### src/rtl/slot_pkg.sv
// Shared definitions for the slot-machine result path.
//   - state_t         : judge FSM states (IDLE, SPIN, JUDGE, RESULT)
//   - SYM_W           : width of a symbol index
//   - DEF_REEL_H/SYM_H: default reel strip geometry (offset units)
//   - DEF_*_PAY       : default credit payouts for a triple / pair
package slot_pkg;

    typedef enum logic [1:0] {
        IDLE,
        SPIN,
        JUDGE,
        RESULT
    } state_t;

    localparam int SYM_W          = 3;
    localparam int DEF_REEL_H     = 240;
    localparam int DEF_SYM_H      = 60;
    localparam int DEF_TRIPLE_PAY = 5;
    localparam int DEF_PAIR_PAY   = 1;

endpackage

### src/rtl/sym_quant.sv
// Offset-to-symbol quantiser (purely combinational).
// Rounds a reel offset to the nearest symbol, wrapping the top half of the
// last symbol back to symbol 0. Offsets past the strip are clamped to the
// last valid offset first.
// Ports:
//   pos : reel offset, 0..REEL_H-1 nominal (larger values are clamped)
//   sym : symbol index, 0..REEL_H/SYM_H-1
module sym_quant
    import slot_pkg::*;
#(
    parameter int REEL_H = DEF_REEL_H,
    parameter int SYM_H  = DEF_SYM_H
) (
    input  logic [9:0]       pos,
    output logic [SYM_W-1:0] sym
);

    localparam int         NSYM   = REEL_H / SYM_H;
    localparam logic [10:0] RH    = 11'(REEL_H);
    localparam logic [10:0] LAST  = 11'(REEL_H - 1);
    localparam logic [10:0] HALF  = 11'(SYM_H / 2);

    logic [10:0] clamped;
    logic [10:0] sum;
    logic [10:0] wrapped;

    // Nearest-symbol rounding is done by adding half a symbol, folding the
    // result back into the strip, then finding the highest symbol boundary
    // not above it with a compare chain (no divider).
    always_comb begin
        clamped = ({1'b0, pos} >= RH) ? LAST : {1'b0, pos};
        sum     = clamped + HALF;
        wrapped = (sum >= RH) ? (sum - RH) : sum;
        sym     = '0;
        for (int k = 1; k < NSYM; k++) begin
            if (wrapped >= 11'(k * SYM_H)) begin
                sym = SYM_W'(k);
            end
        end
    end

endmodule

### src/rtl/reel_result_judge.sv
// Reel result judge: gates spins on credit, waits for the three reels to move
// and settle, quantises their resting offsets to symbols, judges
// triple/pair/none and updates a saturating credit counter.
// Optional feature macro: WIN_STREAK_EN (adds a win-streak counter and a
// doubled triple payout once the streak reaches 3).
// Ports:
//   clk, rst            : clock, synchronous active-high reset
//   tick                : reel offset update strobe; positions sampled only on it
//   spin_req            : one-cycle spin request
//   a_pos, b_pos, c_pos : reel offsets
//   spin_ok             : idle with non-zero credit
//   busy                : FSM not idle
//   credit              : current credit
//   a_sym, b_sym, c_sym : judged symbol indices
//   result_valid        : one-cycle pulse while the result is presented
//   win, pair           : triple / exactly-two match, held until next result
//   streak              : (WIN_STREAK_EN only) consecutive-win counter
module reel_result_judge
    import slot_pkg::*;
#(
    parameter int REEL_H        = DEF_REEL_H,
    parameter int SYM_H         = DEF_SYM_H,
    parameter int SETTLE_TICKS  = 4,
    parameter int TIMEOUT_TICKS = 1023,
    parameter int CREDIT_W      = 8,
    parameter int CREDIT_INIT   = 10,
    parameter int TRIPLE_PAY    = DEF_TRIPLE_PAY,
    parameter int PAIR_PAY      = DEF_PAIR_PAY
) (
    input  logic                clk,
    input  logic                rst,
    input  logic                tick,
    input  logic                spin_req,
    input  logic [9:0]          a_pos,
    input  logic [9:0]          b_pos,
    input  logic [9:0]          c_pos,
    output logic                spin_ok,
    output logic                busy,
    output logic [CREDIT_W-1:0] credit,
    output logic [SYM_W-1:0]    a_sym,
    output logic [SYM_W-1:0]    b_sym,
    output logic [SYM_W-1:0]    c_sym,
    output logic                result_valid,
    output logic                win,
    output logic                pair
`ifdef WIN_STREAK_EN
    ,
    output logic [3:0]          streak
`endif
);

    localparam int SETTLE_W  = $clog2(SETTLE_TICKS + 1);
    localparam int TIMEOUT_W = $clog2(TIMEOUT_TICKS + 1);

    localparam logic [SETTLE_W-1:0]  SETTLE_LAST  = SETTLE_W'(SETTLE_TICKS - 1);
    localparam logic [TIMEOUT_W-1:0] TIMEOUT_LAST = TIMEOUT_W'(TIMEOUT_TICKS - 1);
    localparam logic [CREDIT_W-1:0]  CREDIT_MAX   = {CREDIT_W{1'b1}};

`ifdef WIN_STREAK_EN
    localparam logic [3:0] STREAK_MAX      = 4'd15;
    localparam logic [3:0] STREAK_BONUS_AT = 4'd3;
`endif

    state_t                 state;
    logic [9:0]             prev_a;
    logic [9:0]             prev_b;
    logic [9:0]             prev_c;
    logic                   moved;
    logic [SETTLE_W-1:0]    settle_cnt;
    logic [TIMEOUT_W-1:0]   timeout_cnt;

    logic                   pos_changed;
    logic [SYM_W-1:0]       q_a;
    logic [SYM_W-1:0]       q_b;
    logic [SYM_W-1:0]       q_c;
    logic                   is_triple;
    logic                   is_pair;
    logic [CREDIT_W:0]      triple_amt;
    logic [CREDIT_W:0]      pay_amt;
    logic [CREDIT_W:0]      credit_sum;
    logic [CREDIT_W-1:0]    credit_paid;

    // The previous-tick registers hold the resting offsets, so they are what
    // gets quantised in JUDGE (including on a timeout).
    sym_quant #(.REEL_H(REEL_H), .SYM_H(SYM_H)) u_quant_a (.pos(prev_a), .sym(q_a));
    sym_quant #(.REEL_H(REEL_H), .SYM_H(SYM_H)) u_quant_b (.pos(prev_b), .sym(q_b));
    sym_quant #(.REEL_H(REEL_H), .SYM_H(SYM_H)) u_quant_c (.pos(prev_c), .sym(q_c));

    assign pos_changed = (a_pos != prev_a) || (b_pos != prev_b) || (c_pos != prev_c);

    // Judgement and saturating payout are evaluated from the quantiser so that
    // symbols, win/pair, credit and result_valid all become visible together
    // on the edge that enters RESULT.
    always_comb begin
        is_triple = (q_a == q_b) && (q_b == q_c);
        is_pair   = !is_triple && ((q_a == q_b) || (q_b == q_c) || (q_a == q_c));
`ifdef WIN_STREAK_EN
        triple_amt = (streak >= STREAK_BONUS_AT) ? (CREDIT_W+1)'(2 * TRIPLE_PAY)
                                                 : (CREDIT_W+1)'(TRIPLE_PAY);
`else
        triple_amt = (CREDIT_W+1)'(TRIPLE_PAY);
`endif
        pay_amt = '0;
        if (is_triple) begin
            pay_amt = triple_amt;
        end else if (is_pair) begin
            pay_amt = (CREDIT_W+1)'(PAIR_PAY);
        end
        credit_sum  = {1'b0, credit} + pay_amt;
        credit_paid = credit_sum[CREDIT_W] ? CREDIT_MAX : credit_sum[CREDIT_W-1:0];
    end

    // Main FSM. busy and spin_ok are kept as registers updated on the same
    // transitions that move the state in and out of IDLE.
    always_ff @(posedge clk) begin
        if (rst) begin
            state        <= IDLE;
            prev_a       <= '0;
            prev_b       <= '0;
            prev_c       <= '0;
            moved        <= 1'b0;
            settle_cnt   <= '0;
            timeout_cnt  <= '0;
            credit       <= CREDIT_W'(CREDIT_INIT);
            a_sym        <= '0;
            b_sym        <= '0;
            c_sym        <= '0;
            result_valid <= 1'b0;
            win          <= 1'b0;
            pair         <= 1'b0;
            busy         <= 1'b0;
            spin_ok      <= (CREDIT_INIT != 0);
`ifdef WIN_STREAK_EN
            streak       <= '0;
`endif
        end else begin
            result_valid <= 1'b0;
            if (tick) begin
                prev_a <= a_pos;
                prev_b <= b_pos;
                prev_c <= c_pos;
            end

            case (state)
                IDLE: begin
                    if (spin_req && (credit != '0)) begin
                        credit      <= credit - 1'b1;
                        moved       <= 1'b0;
                        settle_cnt  <= '0;
                        timeout_cnt <= '0;
                        busy        <= 1'b1;
                        spin_ok     <= 1'b0;
                        state       <= SPIN;
                    end
                end

                SPIN: begin
                    if (tick) begin
                        timeout_cnt <= timeout_cnt + 1'b1;
                        if (pos_changed) begin
                            moved      <= 1'b1;
                            settle_cnt <= '0;
                        end else if (moved) begin
                            settle_cnt <= settle_cnt + 1'b1;
                        end
                        // Settling only counts once the reels have moved;
                        // the timeout forces a judge either way.
                        if ((!pos_changed && moved && (settle_cnt == SETTLE_LAST)) ||
                            (timeout_cnt == TIMEOUT_LAST)) begin
                            state <= JUDGE;
                        end
                    end
                end

                JUDGE: begin
                    a_sym        <= q_a;
                    b_sym        <= q_b;
                    c_sym        <= q_c;
                    win          <= is_triple;
                    pair         <= is_pair;
                    credit       <= credit_paid;
                    result_valid <= 1'b1;
`ifdef WIN_STREAK_EN
                    if (is_triple) begin
                        if (streak != STREAK_MAX) begin
                            streak <= streak + 1'b1;
                        end
                    end else if (!is_pair) begin
                        streak <= '0;
                    end
`endif
                    state <= RESULT;
                end

                RESULT: begin
                    busy    <= 1'b0;
                    spin_ok <= (credit != '0);
                    state   <= IDLE;
                end

                default: begin
                    state <= IDLE;
                end
            endcase
        end
    end

endmodule

### config.mk
export PLATFORM = sky130hd
export DESIGN_NAME = reel_result_judge
export DESIGN_NICKNAME = d
export VERILOG_FILES = /design/src/rtl/slot_pkg.sv /design/src/rtl/sym_quant.sv /design/src/rtl/reel_result_judge.sv
export SDC_FILE = /design/constraint.sdc
export NUM_CORES = 1
export LEC_CHECK = 0
export BUFFER_PORTS_ARGS = -buffer_cell sky130_fd_sc_hd__buf_4
export CAP_MARGIN = 15
export CORE_ASPECT_RATIO = 0.5
export CORE_MARGIN = 2
export CORE_UTILIZATION = 50
export CTS_CLUSTER_SIZE = 25
export DETAILED_ROUTE_END_ITERATION = 10
export GPL_TIMING_DRIVEN = 1
export PLACE_DENSITY = 0.7
export SLEW_MARGIN = 10
export SYNTH_ARGS = -nofsm -noshare
export SYNTH_HDL_FRONTEND = slang
export SYNTH_SLANG_ARGS = --single-unit
### constraint.sdc
create_clock -name clk -period 5.5 [get_ports clk]
set_clock_uncertainty 0.1 [all_clocks]
set_input_delay 1.375 -clock clk [delete_from_list [all_inputs] [get_ports clk]]
set_output_delay 1.375 -clock clk [all_outputs]
set_load 0.01 [all_outputs]
==> flow_summary.yaml, run 1 <==
route:
  wire_per_inst_microns: 14.7
  drt_iter0_drc: 235
  drc: 0
  num_vias: 4173
  drtAntennaViolNets: 0
  dr.pass1.iters: 5
  routed_wl_mm: 10.7
  via_per_inst: 5.76
clock_network:
  cts_root_buf: "clkbuf_16"
  htree_levels: 3
  cts_made_buffers: 9
  postCtsHoldBufs: 0
  cts_resized: 0
  clock-sinks: 65
  cts_tree: "built"
  clk_latency_ns: 0.34
  clk_transition_reported_paths_ns: 0.06
  post_cts_buffers: 0
  clock_path_buffers: 2
sta:
  fmax_mhz: 198
  final.period_utilization_pct: 92.0
  finalHoldViolations: 0
  period_needed_ns: 5.06
  worst_hold_slack_ns: 0.370
  slew_viol_final: 0
  setup_violations: 0
  tns_ns: 0
  tightestPinTransition_ns: 0.937
  setup_slack_ns: 0.438
  rsz0062_at_grt: "no"
  slew_headroom_pct: 37.0
cells_and_area:
  fin_nets: 656
  multi_input_area_sq_um: 3050
  diodes: 0
  drive_gt1_share_pct: 17.3
  syn_to_final_growth_pct: 17.3
  ff_latch_area_sq_um: 1300
  nFillCells: 801
  utilization_pct: 60.8
critical_path:
  crit_arrival_ns: 5.18
  reg2reg_depth: 24
  worst-path-max-fanout: 7
  required_ns: 5.62
  startpoint_type: "flip-flop"
  worstSetupEndpointType: "flip-flop"
  reg2reg_setup_slack_ns: 0.44
  crit_start: "prev_c[7]"
  crit_type: "flip-flop to flip-flop"
  reg2reg_from: "prev_c[7]"
  rr_endpoint: "credit[7]"
  critPathCapture: "credit[7]"
synthesis:
  ys_ff_latch: 65
  synth_compound_gate_area_share_pct: 18.6
  synth-simple-area-share_pct: 24.0
  yosysUniqueCellTypes: 70
  synthMuxAreaShare_pct: 7.05
  synth_ff_type: "dfxtp_1"
  synth_top_area_share_pct: 28.6
  synth_common_cells: "83 x nor2_1, 65 x dfxtp_1, 33 x xor2_1, 32 x mux2i_1, 28 x nand2_1"
  synthCells: 566
  synth_area_leaders: "dfxtp_1 29%, mux2i_1 7.0%, nor2_1 6.9%, xor2_1 6.4%, ha_1 5.2%"
  synth_warnings: 0
  synth_async_sr_flop_share_pct: 0
  yosysMostFrequentCell: "nor2_1"
  synth-seq-area-share_pct: 28.6
  yosys.area.top_type: "dfxtp_1"
  synth_area_sq_um: 4540
  synth_top_family_by_area: "simple AND/OR/NAND/NOR gates"
  synth-adder-area-share_pct: 5.23
  synth_xor_area_share_pct: 11.0
  synth_edf_count: 0
  syn_avg_cell_area_sq_um: 8.03
floorplanning:
  die_area_sq_um: 9910
  die_y_microns: 71.4
  initial_core_util_pct: 51.8
  io_pins: 56
  num_rows: 24
  core-area_sq_um: 8770
  die_x_microns: 139
placed_design:
  place.gp.congestion: 0.847
  port_buffers: 52
  place_ws_ns: 0.223
  hpwl_mm: 7.76
power:
  power_mw: 1.97
  p_per_area_nw_per_um2: 369
  max-vdd-ir-drop_uv: 206
  leakagePower_nw: 2.21
run_status:
  status: "completed"
global_routing:
  grt_overflow_total: 0
  antenna_found_initial: 0
  grt_use_total_pct: 21.9
  grt_max_degree: 59
  grt_pass1_wl_mm: 17.8
  grt_pass1_vias: 3771
run:
  drv_cap: 0
min_path:
  hold_path_class: "flip-flop to flip-flop"
  min-delay-start: "b_sym[0]"
layout by cell type (no fill, tap or decap), types with 10 or more instances in the layout:
| cell type | count |
|---|---|
| o21ai_0 | 12 |
| a211oi_1 | 14 |
| nor2_1 | 81 |
| mux2i_1 | 32 |
| ha_1 | 18 |
| xnor2_1 | 24 |
| inv_1 | 18 |
| buf_4 | 64 |
| a21oi_1 | 24 |
| xor2_1 | 33 |
| nor3_1 | 15 |
| nand2_1 | 28 |
| dfxtp_1 | 64 |
| nand3_1 | 16 |
| nor4_1 | 10 |
registers in the layout, summed over array words and instances (netlist names), 3 cells and up:
register and flops:
credit 8, prev_a 10, prev_b 10, prev_c 10, settle_cnt 3, timeout_cnt 10
per-stage QoR:
step / area [sq um] / instances
floorplan: 4550 / 568
global placement: 5000 / 709
detailed placement: 5000 / 709
CTS: 5290 / 725
finish: 5330 / 725
global route: 5330 / 725
routing by layer:
layer | global-route usage [%] | vias up | part of all wire, %
met5 | 0 | - | 0
met2 | 34.0 | 125 | 44
met4 | 7.63 | 0 | 1.3
met3 | 6.15 | 13 | 6.0
met1 | 29.6 | 1926 | 49
li1 | - | 2109 | -
final cells by class:
cell class	instances	area share, %
clock buffers	11	4.36
multi-input cells	445	57.1
well taps	117	2.75
inverters	18	1.27
clock inverters	5	1.06
flip-flops and latches	65	24.4
repair buffers	64	9.01
cell families after synthesis:
logic type | count (synthesis)
AOI/OAI and AO/OA | 119
buffers and inverters | 58
muxes | 32
adders and majority gates | 19
and+or+nand+nor | 215
DFF | 65
other | 1
xor gates and xnor gates | 57
worst max-delay path, cell delays in order, from the launching register on:
cell       delay, ns
dfxtp_2         0.38
nand4_1         0.16
nand2_1         0.17
nor2_1          0.06
ha_1            0.27
nor3b_2         0.20
xor2_1          0.15
nor2_1          0.12
ha_1            0.18
nand2_1         0.07
o32ai_2         0.26
and4b_1         0.25
a211oi_1        0.21
o221a_2         0.24
nor2_1          0.09
or3_4           0.40
a21oi_2         0.17
ha_1            0.28
a31oi_1         0.24
nor2b_1         0.09
and2_1          0.19
nand3_1         0.10
xnor2_1         0.14
nor3_1          0.06
a2111oi_0       0.36
power breakdown:
part | switching, mW | internal [mW] | total, mW | leakage (nW)
Combinational | 0.436 | 0.341 | 0.777 | 1.54
Clock | 0.213 | 0.350 | 0.563 | 0.139
Sequential | 0.0876 | 0.541 | 0.629 | 0.533
worst min path at each step:
stage / to / cells past startpoint
after global placement: b_sym[0] / 2
final: b_sym[0] / 2
after CTS: b_sym[0] / 2
after floorplan: timeout_cnt[5] / 2
after detailed placement: b_sym[0] / 2
after global routing: timeout_cnt[7] / 2
Power figures use the tool's default switching activity.
==> inputs of run 2 (changes only) <==
--- a/config.mk
+++ b/config.mk
@@ -5,15 +5,15 @@
 export SDC_FILE = /design/constraint.sdc
 export NUM_CORES = 1
 export LEC_CHECK = 0
-export BUFFER_PORTS_ARGS = -buffer_cell sky130_fd_sc_hd__buf_4
 export CAP_MARGIN = 15
 export CORE_ASPECT_RATIO = 0.5
 export CORE_MARGIN = 2
 export CORE_UTILIZATION = 50
 export CTS_CLUSTER_SIZE = 25
 export DETAILED_ROUTE_END_ITERATION = 10
+export DONT_BUFFER_PORTS = 1
 export GPL_TIMING_DRIVEN = 1
-export PLACE_DENSITY = 0.7
+export PLACE_DENSITY = 0.65
 export SLEW_MARGIN = 10
 export SYNTH_ARGS = -nofsm -noshare
 export SYNTH_HDL_FRONTEND = slang
==> run 2 against run 1 <==
Hold slack better by 0.016 ns. Critical path depth unchanged. Sequential power rose by 3.7%. Combinational power decreased by 16%. Via count decreased by 7.9%. Critical path type unchanged. Global-route usage is essentially flat. Cell count decreased by 7.4%. Die area unchanged. Largest power group unchanged. Sequential cell count is the same. Clock power shrank 2%. Routed wire length fell by 1.3%.
==> flow_summary.yaml, run 2 (synthesis gave the netlist of run 1 again) <==
run_status:
  status: "completed"
critical_path:
  startpoint_type: "flip-flop"
  reg2reg_depth: 24
  worstSetupEndpointType: "flip-flop"
  worst-path-max-fanout: 9
  cp_cell_sequence: "nand4_1 -> nand2_1 -> nor2_1 -> ha_1 -> nor3b_2 -> xor2_1 -> nor2_1 -> ha_1 -> nand2_1 -> o32ai_2 -> and4b_1 -> a211oi_1 -> o221a_2 -> nor2_1 -> or3_4 -> a21oi_2 -> ha_1 -> a31oi_1 -> nor2b_1 -> and2_1 -> nand3_1 -> xnor2_1 -> nor3_1 -> a2111oi_1"
  required_ns: 5.59
  reg2reg_setup_slack_ns: 0.27
  slowest_stage: "a2111oi_1"
  crit_type: "flip-flop to flip-flop"
  crit_arrival_ns: 5.32
  cp_num_buf_inv: 0
  critPathTopFamily: "simple AND/OR/NAND/NOR gates"
  cpPeakStageDelay_ns: 0.45
  reg2reg_from: "prev_c[5]"
  rr_endpoint: "credit[7]"
global_routing:
  grt_overflow_total: 0
  grt_pass1_wl_mm: 17.6
  antenna_found_initial: 0
  grt_use_total_pct: 21.9
  grt_max_degree: 59
  grt_pass1_vias: 3621
floorplanning:
  num_rows: 24
  die_area_sq_um: 9910
  io_pins: 56
  die_y_microns: 71.4
  core-area_sq_um: 8770
  die_x_microns: 139
  initial_core_util_pct: 51.8
clock_network:
  post_cts_buffers: 0
  htree_levels: 3
  clk_transition_reported_paths_ns: 0.06
  cts_resized: 0
  cts_tree: "built"
  cts_root_buf: "clkbuf_16"
  clock_path_buffers: 2
  cts_made_buffers: 9
  postCtsHoldBufs: 0
  clock-sinks: 65
  clk_latency_ns: 0.33
sta:
  slew_viol_final: 0
  tightestPinTransition_ns: 0.786
  worst_hold_slack_ns: 0.387
  setup_violations: 0
  slew_headroom_pct: 47.1
  fmax_mhz: 191
  finalHoldViolations: 0
  period_needed_ns: 5.23
  setup_slack_ns: 0.266
  final.period_utilization_pct: 95.2
route:
  wire_per_inst_microns: 15.7
  drc: 0
  via_per_inst: 5.73
  drt_iter0_drc: 240
  dr.pass1.iters: 5
  routed_wl_mm: 10.5
  num_vias: 3845
  drtAntennaViolNets: 0
cells_and_area:
  drive_gt1_share_pct: 10.5
  fin_nets: 602
  multi_input_area_sq_um: 3080
  nFillCells: 845
  syn_to_final_growth_pct: 9.33
  ff_latch_area_sq_um: 1310
  design_area_sq_um: 4970
  final_common_cell: "nor2_1"
  layout.cells.non_filler: 671
  layout_common_cells: "82 x nor2_1, 62 x dfxtp_1, 33 x xor2_1"
  diodes: 0
power:
  max-vdd-ir-drop_uv: 179
  power_mw: 1.86
  p_per_area_nw_per_um2: 374
  leakagePower_nw: 1.96
min_path:
  min-delay-start: "timeout_cnt[7]"
  holdPathStages: 2
  hold_end: "timeout_cnt[7]"
  hold_path_class: "flip-flop to flip-flop"
placed_design:
  dp.cells: 655
  place.gp.congestion: 0.925
  port_buffers: 0
  dpl_cell_area_sq_um: 4590
  place_ws_ns: 0.0647
  hpwl_mm: 7.59
run:
  drv_cap: 0
[run 2: cell count changes in the layout (fill, tap and decap cells not counted), sizes merged]
cell    previous run  this run
bufinv             1         0
clkbuf            11        12
buf               64        10
[run 2: final cells by class]
type / count / area share, %
Clock buffer: 12 / 5.36
Clock inverter: 4 / 0.529
Inverter: 18 / 1.36
Multi-Input combinational cell: 445 / 62.0
Sequential cell: 65 / 26.3
Tap cell: 117 / 2.95
Timing Repair Buffer: 10 / 1.51
[run 2: power by group]
part	switching [mW]	total, mW	internal [mW]
Clock	0.211	0.552	0.341
Combinational	0.379	0.656	0.277
Sequential	0.111	0.652	0.542
[run 2: how the worst max path moves through the flow]
stage                         start        end  slack [ns]  depth (start not counted)
after floorplan           prev_b[7]  credit[7]        0.52                         25
after global placement    prev_a[9]  credit[1]        0.23                         25
after detailed placement  prev_c[5]  credit[7]        0.06                         23
after CTS                 prev_c[5]  credit[7]        0.04                         23
after global routing      prev_b[8]  credit[7]       -0.12                         23
final                     prev_c[5]  credit[7]        0.27                         24
[run 2: per-stage QoR]
stage	utilization (%)	setup TNS, ns
2_1_floorplan	-	0
3_3_place_gp	52.4	0
3_5_place_dp	52.4	0
4_1_cts	55.7	0
5_1_grt	56.7	-0.124
6_report	56.7	0
[run 2: per-layer routing]
metal,share of wire [%],vias up,global-route usage [%]
li1,-,1983,-
met1,48,1781,28.9
met2,45,77,35.4
met3,6.0,4,7.09
met4,0.34,0,4.83
met5,0,-,0
[run 2: worst reg2reg max path: stages (launching register included)]
cell       delay (ns)
dfxtp_2          0.43
nand4_1          0.18
nand2_1          0.17
nor2_1           0.06
ha_1             0.27
nor3b_2          0.20
xor2_1           0.16
nor2_1           0.11
ha_1             0.17
nand2_1          0.07
o32ai_2          0.26
and4b_1          0.24
a211oi_1         0.23
o221a_2          0.25
nor2_1           0.10
or3_4            0.41
a21oi_2          0.18
ha_1             0.28
a31oi_1          0.22
nor2b_1          0.08
and2_1           0.18
nand3_1          0.10
xnor2_1          0.12
nor3_1           0.07
a2111oi_1        0.45
